**src/rtl/seq_pkg.sv**
```systemverilog
// Shared definitions for the sequence datapath (playback and verifier sides).
//   SEQ_LEN / NUM_W / SEQ_W : sequence geometry (5 entries of 4 bits)
//   disp_state_t            : playback FSM states
//   clamp_lvl()             : maps a raw level to 1..SEQ_LEN
//   entry_of()              : selects entry idx from a packed sequence
package seq_pkg;

   localparam int unsigned SEQ_LEN = 5;
   localparam int unsigned NUM_W   = 4;
   localparam int unsigned SEQ_W   = SEQ_LEN * NUM_W;
   localparam int unsigned LVL_W   = 3;

   typedef enum logic [1:0] {
      IDLE,
      SHOW,
      GAP,
      DONE
   } disp_state_t;

   // Level 0 still plays one entry; anything past the sequence length plays all of it.
   function automatic logic [LVL_W-1:0] clamp_lvl(input logic [LVL_W-1:0] lvl);
      logic [LVL_W-1:0] r;
      r = lvl;
      if (lvl == '0) begin
         r = LVL_W'(1);
      end else if (lvl > LVL_W'(SEQ_LEN)) begin
         r = LVL_W'(SEQ_LEN);
      end
      return r;
   endfunction

   // Out-of-range indices yield 0 rather than reading past the sequence.
   function automatic logic [NUM_W-1:0] entry_of(input logic [SEQ_W-1:0] seq,
                                                 input logic [LVL_W-1:0] idx);
      logic [NUM_W-1:0] r;
      r = '0;
      for (int unsigned i = 0; i < SEQ_LEN; i++) begin
         if (idx == LVL_W'(i)) begin
            r = seq[i*NUM_W +: NUM_W];
         end
      end
      return r;
   endfunction

endpackage

```
**src/rtl/seq_display_timer.sv**
```systemverilog
// Loadable down-counter used for the show / blank intervals.
//   clk      : system clock
//   rst      : synchronous active-low reset (count cleared)
//   load     : load load_val this cycle (has priority over en)
//   load_val : value to load
//   en       : decrement while non-zero
//   zero     : count is zero
module seq_display_timer #(
   parameter int unsigned W = 8
) (
   input  logic         clk,
   input  logic         rst,
   input  logic         load,
   input  logic [W-1:0] load_val,
   input  logic         en,
   output logic         zero
);

   logic [W-1:0] count_q;
   logic [W-1:0] count_d;

   always_comb begin
      count_d = count_q;
      if (load) begin
         count_d = load_val;
      end else if (en && (count_q != '0)) begin
         count_d = count_q - W'(1);
      end
   end

   always_ff @(posedge clk) begin
      if (!rst) begin
         count_q <= '0;
      end else begin
         count_q <= count_d;
      end
   end

   assign zero = (count_q == '0);

endmodule

```
**src/rtl/seq_display.sv**
```systemverilog
// Plays the stored game sequence: shows the first LVL entries one at a time,
// each for ON_CYCLES clocks followed by OFF_CYCLES blank clocks, then holds
// display_done until the next accepted start.
//   clk          : system clock
//   rst          : synchronous active-low reset
//   start        : one-cycle play request, ignored while busy
//   LVL          : entries to play (clamped to 1..5)
//   Sequence     : packed entries, entry 0 in the low nibble plays first
//   disp_num     : entry being shown, 0 while blank
//   disp_valid   : disp_num holds a valid entry
//   busy         : playback in progress
//   display_done : playback finished (level)
module seq_display
   import seq_pkg::*;
#(
   parameter int unsigned ON_CYCLES  = 50_000_000,
   parameter int unsigned OFF_CYCLES = 25_000_000
) (
   input  logic             clk,
   input  logic             rst,
   input  logic             start,
   input  logic [LVL_W-1:0] LVL,
   input  logic [SEQ_W-1:0] Sequence,
   output logic [NUM_W-1:0] disp_num,
   output logic             disp_valid,
   output logic             busy,
   output logic             display_done
);

   localparam int unsigned MAX_CYC = (ON_CYCLES > OFF_CYCLES) ? ON_CYCLES : OFF_CYCLES;
   localparam int unsigned TW      = $clog2(MAX_CYC + 1);
   localparam logic [TW-1:0] ON_LOAD  = TW'(ON_CYCLES - 1);
   localparam logic [TW-1:0] OFF_LOAD = TW'(OFF_CYCLES - 1);

   disp_state_t      state_q, state_d;
   logic [SEQ_W-1:0] seq_q, seq_d;
   logic [LVL_W-1:0] lvl_q, lvl_d;
   logic [LVL_W-1:0] idx_q, idx_d;
   logic [NUM_W-1:0] num_q, num_d;
   logic             valid_q, valid_d;
   logic             busy_q, busy_d;
   logic             done_q, done_d;

   logic             tmr_load;
   logic [TW-1:0]    tmr_val;
   logic             tmr_en;
   logic             tmr_zero;
   logic [LVL_W-1:0] idx_inc;

   seq_display_timer #(.W(TW)) u_timer (
      .clk      (clk),
      .rst      (rst),
      .load     (tmr_load),
      .load_val (tmr_val),
      .en       (tmr_en),
      .zero     (tmr_zero)
   );

   assign idx_inc = idx_q + LVL_W'(1);

   always_comb begin
      state_d  = state_q;
      seq_d    = seq_q;
      lvl_d    = lvl_q;
      idx_d    = idx_q;
      num_d    = num_q;
      valid_d  = valid_q;
      busy_d   = busy_q;
      done_d   = done_q;
      tmr_load = 1'b0;
      tmr_val  = ON_LOAD;
      tmr_en   = 1'b0;

      unique case (state_q)
         IDLE, DONE: begin
            if (start) begin
               seq_d    = Sequence;
               lvl_d    = clamp_lvl(LVL);
               idx_d    = '0;
               num_d    = entry_of(Sequence, '0);
               valid_d  = 1'b1;
               busy_d   = 1'b1;
               done_d   = 1'b0;
               tmr_load = 1'b1;
               tmr_val  = ON_LOAD;
               state_d  = SHOW;
            end
         end
         SHOW: begin
            tmr_en = 1'b1;
            if (tmr_zero) begin
               num_d    = '0;
               valid_d  = 1'b0;
               tmr_load = 1'b1;
               tmr_val  = OFF_LOAD;
               state_d  = GAP;
            end
         end
         GAP: begin
            tmr_en = 1'b1;
            if (tmr_zero) begin
               // Widen by one bit so idx+1 cannot wrap before the compare.
               if (({1'b0, idx_q} + 4'd1) < {1'b0, lvl_q}) begin
                  idx_d    = idx_inc;
                  num_d    = entry_of(seq_q, idx_inc);
                  valid_d  = 1'b1;
                  tmr_load = 1'b1;
                  tmr_val  = ON_LOAD;
                  state_d  = SHOW;
               end else begin
                  busy_d  = 1'b0;
                  done_d  = 1'b1;
                  state_d = DONE;
               end
            end
         end
         default: state_d = IDLE;
      endcase
   end

   always_ff @(posedge clk) begin
      if (!rst) begin
         state_q <= IDLE;
         seq_q   <= '0;
         lvl_q   <= '0;
         idx_q   <= '0;
         num_q   <= '0;
         valid_q <= 1'b0;
         busy_q  <= 1'b0;
         done_q  <= 1'b0;
      end else begin
         state_q <= state_d;
         seq_q   <= seq_d;
         lvl_q   <= lvl_d;
         idx_q   <= idx_d;
         num_q   <= num_d;
         valid_q <= valid_d;
         busy_q  <= busy_d;
         done_q  <= done_d;
      end
   end

   assign disp_num     = num_q;
   assign disp_valid   = valid_q;
   assign busy         = busy_q;
   assign display_done = done_q;

endmodule

```
**config.mk**
```make
export PLATFORM = sky130hd
export DESIGN_NAME = seq_display
export DESIGN_NICKNAME = d
export VERILOG_FILES = /design/src/rtl/seq_pkg.sv /design/src/rtl/seq_display_timer.sv /design/src/rtl/seq_display.sv
export SDC_FILE = /design/constraint.sdc
export NUM_CORES = 1
export LEC_CHECK = 0
export CORE_MARGIN = 2
export CORE_UTILIZATION = 47
export CTS_BUF_LIST = sky130_fd_sc_hd__clkbuf_8
export DETAILED_ROUTE_END_ITERATION = 7
export DONT_BUFFER_PORTS = 1
export PLACE_DENSITY = 0.62
export REMOVE_ABC_BUFFERS = 1
export SETUP_SLACK_MARGIN = 0.3
export SLEW_MARGIN = 40
export SYNTH_ARGS = -nofsm -noshare
export SYNTH_HDL_FRONTEND = slang
export SYNTH_SLANG_ARGS = --single-unit
```
**constraint.sdc**
```tcl
create_clock -name clk -period 2.96 [get_ports clk]
set_clock_uncertainty 0.05 [all_clocks]
set_input_delay 0.296 -clock clk [delete_from_list [all_inputs] [get_ports clk]]
set_output_delay 0.296 -clock clk [all_outputs]
set_load 0.005 [all_outputs]
```
**Word-level counts from Yosys, hierarchy flattened**

Cells that the tools add are included.

- Logic and storage cells: 85
- Output and inout bits: 7
- Register bits after elaboration: 61

- $add $sub $neg: 3
- Mux-type cells: 43
- Reductions and logical operators: 16
- Order comparisons: 2
- Equal/unequal tests: 12

Operator list:

| kind | number |
|---|---|
| 26-bit two-way mux | 3 |
| 26-bit one-hot mux with 2 select lines | 1 |
| 4-bit two-way mux | 9 |
| 26-bit logical NOT | 1 |
| 26-bit nonzero test | 1 |
| 26-bit by 1-bit subtractor with 26-bit output (second input constant) | 1 |
| 3-bit two-way mux | 5 |
| 1-bit two-way mux | 14 |
| 4-bit one-hot mux with 3 select lines | 1 |
| 4-bit AND reduction | 3 |
| 2-bit inequality test (second input constant) | 5 |
| 2-bit two-way mux | 4 |
| 3-bit by 2-bit == test with 1-bit output (second input constant) | 2 |
| 3-bit logical NOT | 2 |
| 1-bit one-hot mux with 3 select lines | 2 |
| 2-bit one-hot mux with 3 select lines | 1 |
| 3-bit one-hot mux with 2 select lines | 1 |
| 3-bit by 1-bit adder with 4-bit output (second input constant) | 1 |
| 2-bit == test (second input constant) | 2 |
| 4-bit by 3-bit less-than comparator with 1-bit output | 1 |
| 1-bit one-hot mux with 2 select lines | 2 |
| 2-bit nonzero test | 2 |
| 2-bit OR reduction | 2 |
| 3-bit by 1-bit adder with 3-bit output (second input constant) | 1 |
| other kinds (9) | 9 |

**Longest topological paths before layout**

Gate-level depths: netlist (run 1).

- Depth in word-level cells: 10
- Mapped depth: 11
- Gate-level depth less buffers: 9

**Modules after synthesis**

From an unflattened synthesis (run 1), not the netlist that was laid out.

- Cell total of the unflattened synthesis: 423
- Area, all modules: 3285.7 sq um

Modules (own cells, without submodules):

| module | area each (sq um) | cells each | seq. area each (sq um) | instances |
|---|---|---|---|---|
| seq_display | 1754.2 | 231 | 700.7 | 1 |
| seq_display_timer | 1531.5 | 192 | 520.5 | 1 |

**Worst setup path before layout (run 1)**

Ideal clock, no wire load.

- Path type: reg-to-reg
- Start point: reg u_timer.count_q[0]
- End point: reg u_timer.count_q[16]
- Path slack: 0.349 ns
- Setup time: 0.116 ns
- Arrival time: 2.446 ns
- Buffers on the path: 0
- Stages on the path, launching flop included: 9
- Cell sequence: dfxtp_1 inv_1 ha_1 or4b_2 or4_4 nor2_4 a21oi_1 a221o_1 and3_1

- Longest elaborated chain between the ends: 4
- Elaborated cells between the ends (all ways): 12
- Those cells by class: add/sub: 1; mux: 7; reduce/logical: 4

RTL lines:

| element | line | source |
|---|---|---|
| start, declared | seq_display_timer.sv:19 | `logic [W-1:0] count_q;` |
| start signal, assigned | seq_display_timer.sv:35 | `count_q <= count_d;` |
| branches (longest 4 deep; another with 26-bit by 1-bit subtractor with 26-bit output) | -- |  |

Several ways; the timed one is not identified. The select of a mux whose other input is x is not followed.
A chain may end at the register's enable or synchronous reset.

**Worst setup path in the final report (run 1)**

Same ends and word-level chain as after synthesis.

==> out/qor.yml, run 1 <==
antenna_found_initial: 0
synth_async_sr_flop_share_pct: 0
synth_edf_count: 0
p_leak_nw: 1.37
numCtsBuffers: 9
netSwitchingPower_mw: 1.67
power.share.switching_pct: 42.2
grt_usage_pct: 23.1
fp.dieH_um: 87.3
placedCellCount: 484
finalSetupViolations: 0
final_layout_size_suffix_gt1_share_pct: 13.3
finalInstanceArea_um2: 3670
internal_power_mw: 2.29
pwr-share-seq_pct: 32.7
worst_slew_pin_slew_ns: 0.569
fmax_mhz: 387
syn_inst: 413
grt_max_degree: 27
clock_latency_ns: 0.35
syn_area_um2: 3260
initial_core_util_pct: 48.3
required_ns: 3.15
rsz0062_at_grt: "yes"
setup_tns_ns: 0
cts_buffer_depth: 2
hold_class: "input pin to register"
overflow: 0
grt_pass1_wl_um: 13600
layout_commonest_cell: "nand2_1"
period_share_pct: 87.4
power_density_nw_per_um2: 1080
diodes: 0
final_nets: 459
ys_ff_latch: 61
vias: 2999
layout.cells.non_filler: 507
rows: 30
drtIter0Drc: 223
cts_tree: "yes"
hold_violations: 0
drt_first_pass_iters: 5
synth.distinct_cells: 56
synth-seq-area-share_pct: 37.4
fin_util_pct: 54.3
dieArea_um2: 7630
path_clk_slew_ns: 0.07
drc: 0
wl_per_cell_um: 16.6
cts-root-buf: "clkbuf_8"
drv_slew: 0
outcome: "complete, no violations"
crit_path_end_kind: "register"
io_buffers: 0
slew_headroom_pct: 61.8
cp-start-kind: "register"
syn_to_final_growth_pct: 12.4
path_class: "register to register"
yosysWarnings: 0
dpl.hpwl_um: 5770
slowest_stage: "or4b_4"
synthFlopType: "dfxtp_1"
critical_path.max_fanout: 6
path_cells: "inv_1, ha_2, or4b_4, or4_4, nor2_4, a21oi_1, a221o_1, and3_1"
io_pins: 33
coreArea_um2: 6760
grt_pass1_vias: 2818
clkSinkCount: 61
final_cell_mix: "nand2_1 (70), dfxtp_1 (59), a21oi_1 (55), nor2_1 (25), o21ai_0 (22)"
syn_avg_cell_area_um2: 7.90
htree_levels: 3
maxCapViolCount: 0
max_stage_delay_ns: 0.50
pwr-share-comb_pct: 47.4
nFillCells: 671
routed_wirelength_um: 8430
dpl_cell_area_um2: 3370
worstPathArrival_ns: 2.78
clock_power_share_pct: 20.0
place.gp.congestion: 0.890
die_width_um: 87.3
viasPerCell: 5.92
period_minus_slack_ns: 2.59
drtAntennaViolNets: 0
ir_worst_vdd_uv: 522
[cell families after synthesis]
kind of cell / after synthesis / share of synthesized area, %
compound gates: 119 / 22.0
flops: 61 / 37.4
xor+xnor: 14 / 3.76
buf+inv: 34 / 4.25
simple gates: 169 / 26.8
mux: 5 / 1.57
fa+ha+maj: 11 / 4.22
[sequential cells by signal, indices dropped and copies added, names as in the netlist]
name / flops
idx_q: 3
lvl_q: 3
state_q: 2
display_done: 1
u_timer.count_q: 26
seq_q: 20
disp_valid: 1
disp_num: 4
busy: 1
[per-stage QoR]
stage | total power [mW] | hold slack (ns) | setup WS [ns]
after floorplan | 2.51 | 0.379 | 0.0116
after global placement | 2.99 | 0.384 | 0.140
after CTS | 3.89 | 0.0122 | 0.312
final | 3.96 | 0.0254 | 0.373
after global routing | 4.25 | 0.00738 | 0.249
after detailed placement | 3.01 | 0.385 | 0.0419
[path summary, 6_finish.rpt]
kind	startpoint	to	slack, ns	cells after the start
setup reg to reg	u_timer.count_q[0]	u_timer.count_q[16]	0.37	8
setup / recovery	u_timer.count_q[0]	u_timer.count_q[16]	0.37	8
hold / removal	Sequence[1]	seq_q[1]	0.03	2
hold reg to reg	lvl_q[1]	lvl_q[1]	0.41	2
[routing by layer]
layer	wire length [um]	part of all wire (%)	vias up	GRT usage (%)
met5	0	0	-	0
met4	149	1.8	0	8.95
met3	431	5.1	14	7.01
met2	3890	46	91	36.3
met1	3960	47	1391	29.7
li1	-	-	1503	-
[cells in the mapped netlist, types with 4 or more instances]
master    count  area share, %
o21ai_0      24            3.7
nand2_1      71            8.2
inv_1        10            1.1
nand3_1      11            1.7
nor2_1       25            2.9
mux2i_1       4            1.2
dfxtp_1      61             37
a21oi_1      55            8.4
or4_1         7            1.6
nand4_1       9            1.7
nor3_1        8            1.2
ha_1         11            4.2
clkbuf_1     16            1.8
xor2_1       13            3.5
and3_1        4           0.77
nand3b_1      6            1.4
o211ai_1      6            1.4
a211o_1       5            1.3
[timing repair]
item	CTS	global route
endpoints found under the hold margin	0	0
setup buffers	3	2
gates resized for setup	7	7
cloned	0	2
hold buffers	0	0
setup endpoints to repair	22	29
pin swaps	4	2
[power groups by stage]
stage	clock network, mW	registers, mW	logic [mW]
after floorplan	0	1.24	1.27
after global placement	0	1.30	1.69
after detailed placement	0	1.30	1.71
after CTS	0.812	1.28	1.79
after global routing	0.851	1.33	2.07
final	0.791	1.29	1.88
[worst max-delay path, delay by kind of cell (launching register included)]
kind	cells	cell delay (ns)
compound gates	2	0.46
fa+ha+maj	1	0.23
buf+inv	1	0.08
flops	1	0.35
simple gates	4	1.31
[final cells by class]
cell class | instances | area [um2] | share of cell area (%)
clock buffer | 12 | 165 | 4.50
multi-input combinational | 319 | 1950 | 53.0
tap | 80 | 100 | 2.73
clock inverter | 4 | 46.3 | 1.26
sequential | 61 | 1220 | 33.3
timing repair buffer | 20 | 148 | 4.02
inverter | 11 | 41.3 | 1.13
Note: power is estimated with default switching activity, not from simulation.
==> run 2: changes to the inputs <==
--- a/config.mk
+++ b/config.mk
@@ -8,6 +8,7 @@
 export CORE_MARGIN = 2
 export CORE_UTILIZATION = 47
 export CTS_BUF_LIST = sky130_fd_sc_hd__clkbuf_8
+export CTS_CLUSTER_DIAMETER = 100
 export DETAILED_ROUTE_END_ITERATION = 7
 export DONT_BUFFER_PORTS = 1
 export PLACE_DENSITY = 0.62
==> results of run 2 <==
No change in the layout: final DEF, timing and power equal those of run 1.
